File: config.mk
export PLATFORM = sky130hd
export DESIGN_NAME = pc_fetch_unit
export DESIGN_NICKNAME = d
export VERILOG_FILES = /design/src/rtl/cpu_pkg.sv /design/src/rtl/pc_fetch_unit.sv
export SDC_FILE = /design/constraint.sdc
export NUM_CORES = 1
export LEC_CHECK = 0
export BUFFER_PORTS_ARGS = -buffer_cell sky130_fd_sc_hd__buf_2
export CAP_MARGIN = 20
export CELL_PAD_IN_SITES_DETAIL_PLACEMENT = 1
export CELL_PAD_IN_SITES_GLOBAL_PLACEMENT = 2
export CORE_MARGIN = 1
export CORE_UTILIZATION = 26
export CTS_CLUSTER_DIAMETER = 80
export DETAILED_ROUTE_END_ITERATION = 6
export GPL_ROUTABILITY_DRIVEN = 0
export PLACE_DENSITY_LB_ADDON = 0.15
export SKIP_CTS_REPAIR_TIMING = 1
export SYNTH_ARGS = -nofsm -noshare
export SYNTH_HDL_FRONTEND = slang
export SYNTH_SLANG_ARGS = --single-unit
export TNS_END_PERCENT = 100
File: constraint.sdc
create_clock -name clk -period 3 [get_ports clk]
set_input_delay 0.45 -clock clk [delete_from_list [all_inputs] [get_ports clk]]
set_output_delay 0.45 -clock clk [all_outputs]
set_load 0.01 [all_outputs]
File: src/rtl/cpu_pkg.sv
// rtl/cpu_pkg.sv - shared fetch-stage types and constants
//
// Purpose: state encoding, instruction width, PC step and default reset PC
//          used by the fetch unit and its neighbours.
// Contents: fetch_state_t, INSN_W, PC_STEP, DEFAULT_RESET_PC, pc_is_aligned()
package cpu_pkg;

  localparam int unsigned INSN_W  = 32;
  localparam int unsigned PC_STEP = 4;
  localparam logic [31:0] DEFAULT_RESET_PC = 32'h0000_0000;

  typedef enum logic [2:0] {
    ST_IDLE  = 3'd0,
    ST_REQ   = 3'd1,
    ST_WAIT  = 3'd2,
    ST_HOLD  = 3'd3,
    ST_FAULT = 3'd4
  } fetch_state_t;

  // A PC is legal only on an instruction boundary (multiple of PC_STEP).
  function automatic logic pc_is_aligned(input logic [31:0] addr);
    logic [31:0] mask;
    mask = 32'(PC_STEP - 1);
    return (addr & mask) == 32'h0;
  endfunction

endpackage

File: src/rtl/pc_fetch_unit.sv
// rtl/pc_fetch_unit.sv - architectural PC owner and single-outstanding instruction fetch
//
// Purpose: holds the PC, fetches one instruction at a time from instruction
//          memory, presents it to decode, and commits the next-PC value when
//          decode accepts. A misaligned committed PC latches a sticky fault and
//          parks the unit until reset.
// Ports:
//   clk, rst_n                 clock, synchronous active-low reset
//   halt                       stop issuing fetches (sampled in IDLE and at commit)
//   imem_req/imem_addr         fetch request and byte address (= pc)
//   imem_ready                 memory accepts the request
//   imem_rvalid/imem_rdata     returned instruction word
//   pc/ir/inst_valid           instruction presented to decode
//   inst_ready                 decode consumes the instruction (commit)
//   pc_in                      next PC from next-PC logic, sampled at commit
//   fetch_fault                sticky misaligned-PC flag
//   inst_count                 retired-instruction counter (wraps)
module pc_fetch_unit
  import cpu_pkg::*;
#(
  parameter logic [31:0] RESET_PC = DEFAULT_RESET_PC,
  parameter int unsigned CNT_W    = 32
) (
  input  logic              clk,
  input  logic              rst_n,
  input  logic              halt,
  output logic              imem_req,
  output logic [31:0]       imem_addr,
  input  logic              imem_ready,
  input  logic              imem_rvalid,
  input  logic [INSN_W-1:0] imem_rdata,
  output logic [31:0]       pc,
  output logic [INSN_W-1:0] ir,
  output logic              inst_valid,
  input  logic              inst_ready,
  input  logic [31:0]       pc_in,
  output logic              fetch_fault,
  output logic [CNT_W-1:0]  inst_count
);

  localparam logic [CNT_W-1:0] CNT_ONE = {{(CNT_W-1){1'b0}}, 1'b1};

  fetch_state_t      state_q, state_d;
  logic [31:0]       pc_q, pc_d;
  logic [INSN_W-1:0] ir_q, ir_d;
  logic              fault_q, fault_d;
  logic [CNT_W-1:0]  cnt_q, cnt_d;

  always_ff @(posedge clk) begin
    if (!rst_n) begin
      state_q <= ST_IDLE;
      pc_q    <= RESET_PC;
      ir_q    <= '0;
      fault_q <= 1'b0;
      cnt_q   <= '0;
    end else begin
      state_q <= state_d;
      pc_q    <= pc_d;
      ir_q    <= ir_d;
      fault_q <= fault_d;
      cnt_q   <= cnt_d;
    end
  end

  always_comb begin
    state_d = state_q;
    pc_d    = pc_q;
    ir_d    = ir_q;
    fault_d = fault_q;
    cnt_d   = cnt_q;
    case (state_q)
      ST_IDLE: begin
        if (!halt) state_d = ST_REQ;
      end
      ST_REQ: begin
        if (imem_ready) state_d = ST_WAIT;
      end
      ST_WAIT: begin
        // Data is only meaningful here; rvalid in any other state is stale.
        if (imem_rvalid) begin
          ir_d    = imem_rdata;
          state_d = ST_HOLD;
        end
      end
      ST_HOLD: begin
        if (inst_ready) begin
          pc_d  = pc_in;
          cnt_d = cnt_q + CNT_ONE;
          // The faulting PC is still committed so software can see where it went.
          if (!pc_is_aligned(pc_in)) begin
            fault_d = 1'b1;
            state_d = ST_FAULT;
          end else if (halt) begin
            state_d = ST_IDLE;
          end else begin
            state_d = ST_REQ;
          end
        end
      end
      ST_FAULT: begin
        state_d = ST_FAULT;
      end
      default: begin
        state_d = ST_IDLE;
      end
    endcase
  end

  assign imem_req    = (state_q == ST_REQ);
  assign imem_addr   = pc_q;
  assign inst_valid  = (state_q == ST_HOLD);
  assign pc          = pc_q;
  assign ir          = ir_q;
  assign fetch_fault = fault_q;
  assign inst_count  = cnt_q;

endmodule

Word-level counts from Yosys, hierarchy flattened

Cells that the tools add are included.

Output and inout port bits: 131
Register bits after elaboration: 100
Input bits: 70
Word-level logic and storage cells: 28

Multiplexer cells: 7
Equal/unequal tests: 8
Bitwise operators: 1
Reductions and logical operators: 6
Add/sub/neg operators: 1

Operators by type and width:

| operator                | count |
|---|---|
| $add A32 B1 Y32 const B | 1 |
| $logic_not A32 Y1       | 1 |
| $mux W3                 | 5 |
| $pmux W3 S5             | 1 |
| $eq A3 B2 Y1 const B    | 2 |
| $ne A2 B1 Y1 const B    | 2 |
| $ne A2 B2 Y1 const B    | 2 |
| $reduce_and A2 Y1       | 2 |
| $reduce_and A4 Y1       | 1 |
| $eq A3 B1 Y1 const B    | 1 |
| $eq A3 B3 Y1 const B    | 1 |
| $logic_not A3 Y1        | 1 |
| $reduce_and A3 Y1       | 1 |
| $mux W1                 | 1 |
| $not A1 Y1              | 1 |

Logic depth before layout (Yosys ltp)

Depth in word-level cells: 4
Depth in mapped cells: 7
Gate-level depth less buffers: 5

Worst setup path after synthesis

OpenSTA, ideal clock, no wires.

Kind: reg2reg
Start point: register cnt_q[8] (netlist: inst_count[8])
End point: register cnt_q[29] (netlist: inst_count[29])
Data arrival time: 1.878 ns
Stages on the path, launching flop included: 6
Required time: 2.930 ns
Setup time: 0.070 ns
Period minus slack after synthesis: 1.949 ns
Path slack: 1.051 ns
Buffers on the path: 1
Cells stage by stage: dfxtp_1 -> nand4_2 -> or4_1 -> buf_2 -> or4_1 -> a21oi_1

Longest elaborated chain between the ends: 1

RTL lines:

| item                   | RTL line            | source |
|---|---|---|
| start, declared        | pc_fetch_unit.sv:47 | `logic [CNT_W-1:0] cnt_q, cnt_d;` |
| start signal, assigned | pc_fetch_unit.sv:61 | `cnt_q <= cnt_d;` |
| $add A32 B1 Y32        | pc_fetch_unit.sv:88 | `cnt_d = cnt_q + CNT_ONE;` |

Every way passes these cells.
A chain may end at the register's enable or synchronous reset.

Final worst setup path

Start point: register cnt_q[8] (netlist: inst_count[8])
End point: register cnt_q[27] (netlist: inst_count[27])

The elaborated chain is that of the path after synthesis.

==> summary.md <==
| Metric | Value |
|---|---|
| Max-cap violations | `0` |
| Number of port buffers | `200` |
| Vias in the first global route | `just over 4000` |
| GRT Total Usage | `0.1572` |
| Largest net degree at the start of global routing | `56` |
| Maximum VDD drop | `0.0002697 V` |
| Die Wd | `about 130 um` |
| Cell variety after synth | `34` |
| Bufs and invs on worst path | `0` |
| Clock latency on the worst-skew pair | `0.35 ns` |
| Pre-antenna DRT Iters | `4` |
| Period minus WS final | `approximately 2.3 ns` |
| Yosys top cell area share | `0.4831` |
| Post-synthesis xor/xnor area fraction | `0.01902` |
| Fin util | `0.3490` |
| CTS tree | `done` |
| Yosys top cell by area | `dfxtp_1` |
| Reg2Reg Depth | `4` |
| Total CTS buffers | `9` |
| Sequential cell area | `about 0.002 mm2` |
| Worst-Margin Slew | `0.6365 ns` |
| Vias | `between 4000 and 5000` |
| Area of the core | `0.01537 mm2` |
| Leak Pwr | `approximately 2.3 nW` |
| Critical path cell sequence | `nand4_2 -> or4_1 -> or4_1 -> a21oi_1` |
| Final Instance Area | `between 0.005 and 0.006 mm2` |
| Worst Path Max Fanout | `19` |
| Routed Antenna Nets | `0` |
| Outcome | `completed` |
| Count of pins over their slew limit | `0` |
| Final setup violation count | `0` |
| Average vias per placed instance | `about 4.6` |
| Synth Register Bits | `100` |
| DRC | `0` |
| Slew HR | `0.5757` |
| Post-synthesis instance total | `slightly above 500` |
| PwrDens | `just under 500 mW/mm2` |
| CTS HTree Levels | `3` |
| Gr ovfl total | `0` |
| Reg clk slew, reported paths | `around 0.07 ns` |
| # fillers | `between 1500 and 2000` |
| Synth Area in Adders | `0.003019` |
| Multi-input gate area | `roughly 0.0018 mm2` |
| Slowest library cell on the worst path | `or4_1` |
| Startpoint type of the worst setup path | `flop` |
| Die H | `128.2 um` |
| Worst path max stage delay | `roughly 0.84 ns` |
| Mux share of post-synthesis cell area | `0.002415` |
| FF-to-FF setup slack | `approximately 0.71 ns` |
| Mean Syn Cell Area | `between 7 and 8 um2` |
| CP Class | `reg -> reg` |
| Initial antenna violation count | `0` |
| Area Overhead vs Synth | `29.44%` |
| First-pass GRT wire length | `~20000 um` |
| Mapped Area | `about 0.0041 mm2` |
| Layout Nets | `740` |
| Root buf cell | `clkbuf_16` |
| Routed WL | `about 13000 um` |
| Largest family of logic cells by synthesized area | `simple AND/OR/NAND/NOR gates` |
| Synth area leaders | `dfxtp_1, nand2_1, a21oi_1, buf_4, clkbuf_1` |
| CP Data Required Time | `~3.3 ns` |
| Worst Path Arrival | `2.56 ns` |
| DR WL/cell | `about 14 um` |
| Main synth FF type | `dfxtp_1` |
| Sequential share of the synthesized area | `0.4831` |
| RSZ-0062 raised after global routing | `false` |
| Crit end category | `flop` |
| Io pins | `~200` |
| Initial DRC count | `~130` |
| Initial Utilization | `0.2696` |
| CP top delay family | `simple AND/OR/NAND/NOR gates` |
| Post-Synth Simple-Gate Area | `0.2524` |
| Die area | `~0.016 mm2` |
| Mapped Nets | `between 500 and 600` |
| Hpwl dp | `roughly 9000 um` |
| Yosys Warn Count | `0` |
| Final count of hold timing violations | `0` |
| Std-Cell Rows | `45` |
| Final period util | `0.7621` |
| Clock Path Buffers | `2` |
| Post-synthesis compound-gate area fraction | `0.1461` |
| Crit path depth | `4` |
| Layout cell share with drive strength beyond 1 | `0.3343` |
| Sink Count | `100` |
| Max Clk Rate | `437.4 MHz` |
| N_diodes | `0` |
| EDFF count, synth | `0` |
| Hold crit path type | `in -> reg` |
| Setup TNS | `0 ns` |
| Ys async rst share | `0` |
| Setup Skew | `0.005183 ns` |
| Hold Crit Depth | `3` |
| Most frequent CP cell | `or4_1` |
| Area of placed instances | `0.005085 mm2` |
-- path summary, 6_finish.rpt --
path                                startpoint        endpoint
worst max-delay path             inst_count[8]  inst_count[27]
worst min-delay path            imem_rdata[31]          ir[31]
worst max register to register   inst_count[8]  inst_count[27]
worst min register to register           ir[2]           ir[2]
-- cells in the final DEF (no fill, tap or decap), types with 2 or more instances in the layout --
cell type     n
buf_2       200
nand2_1     145
dfxtp_1     100
a21oi_1      87
nor2_1       17
or4_1        16
o31ai_1      15
nand3_1      13
clkbuf_16     9
o21ai_0       8
xnor2_1       7
or3_1         6
buf_4         6
nand4_1       5
nor4_1        5
and4_1        4
nor3_1        3
inv_1         3
clkinvlp_4    3
nand2b_1      2
xor2_1        2
clkbuf_8      2
-- worst min-delay path, cell delays in order --
cell and delay [ns]:
buf_2 0.10, nand2_1 0.04, a21oi_1 0.05
-- report_power, final --
group          leakage (nW)  switching (W)  internal, W  total, W
sequential            0.806      0.0000164      0.00134   0.00136
clock                 0.127       0.000517     0.000604   0.00112
combinational          1.37      0.0000863    0.0000657  0.000152
total                  2.31       0.000620      0.00201   0.00263
-- metal layers --
| metal | up-vias | share of wire | global-route usage |
|---|---|---|---|
| li1 | 2016 | - | - |
| met1 | 1908 | 0.44 | 0.1899 |
| met2 | 131 | 0.46 | 0.2528 |
| met3 | 16 | 0.082 | 0.05927 |
| met4 | 0 | 0.018 | 0.05882 |
| met5 | - | 0 | 0 |
-- kinds of logic (layout without fill, tap and decap cells) --
logic type	Yosys count	in the layout
multiplexers	1	1
buffers and inverters	71	225
flip-flops	100	100
AND/OR/NAND/NOR	225	225
adder cells (fa/ha/maj)	1	1
XOR/XNOR	9	9
AO/OA/AOI/OAI	112	112
-- flip-flops by register name (all words and copies together) (netlist names) --
register,cells
imem_addr,32
inst_count,32
ir,32
state_q,3
fetch_fault,1
-- cells in the mapped netlist, drive strengths merged (7+ instances only) --
master and count:
a21oi 87, buf 35, clkbuf 32, dfxtp 100
nand2 145, nand3 13, nor2 17, o21ai 8
o31ai 15, or4 16, xnor2 7
-- metrics by stage --
step / worst slack (ns) / total power (W) / std cells / hold WS (ns)
floorplan: 1.051 / 0.001464 / 519 / 0.4805
CTS: 0.7003 / 0.002688 / 884 / 0.3184
global route: 0.5039 / 0.002747 / 884 / 0.3271
global placement: 0.8107 / 0.001544 / 869 / 0.4385
finish: 0.7136 / 0.002634 / 884 / 0.3328
detailed placement: 0.7184 / 0.001547 / 869 / 0.4475
-- area by class of cell --
cell class | instances | area share
Sequential cell | 100 | 0.3732
Inverter | 4 | 0.002799
Clock buffer | 12 | 0.04782
Multi-Input combinational cell | 348 | 0.3277
Clock inverter | 3 | 0.004199
Tap cell | 211 | 0.04922
Timing Repair Buffer | 206 | 0.1950
No activity file was read; power rests on OpenSTA's default activity.
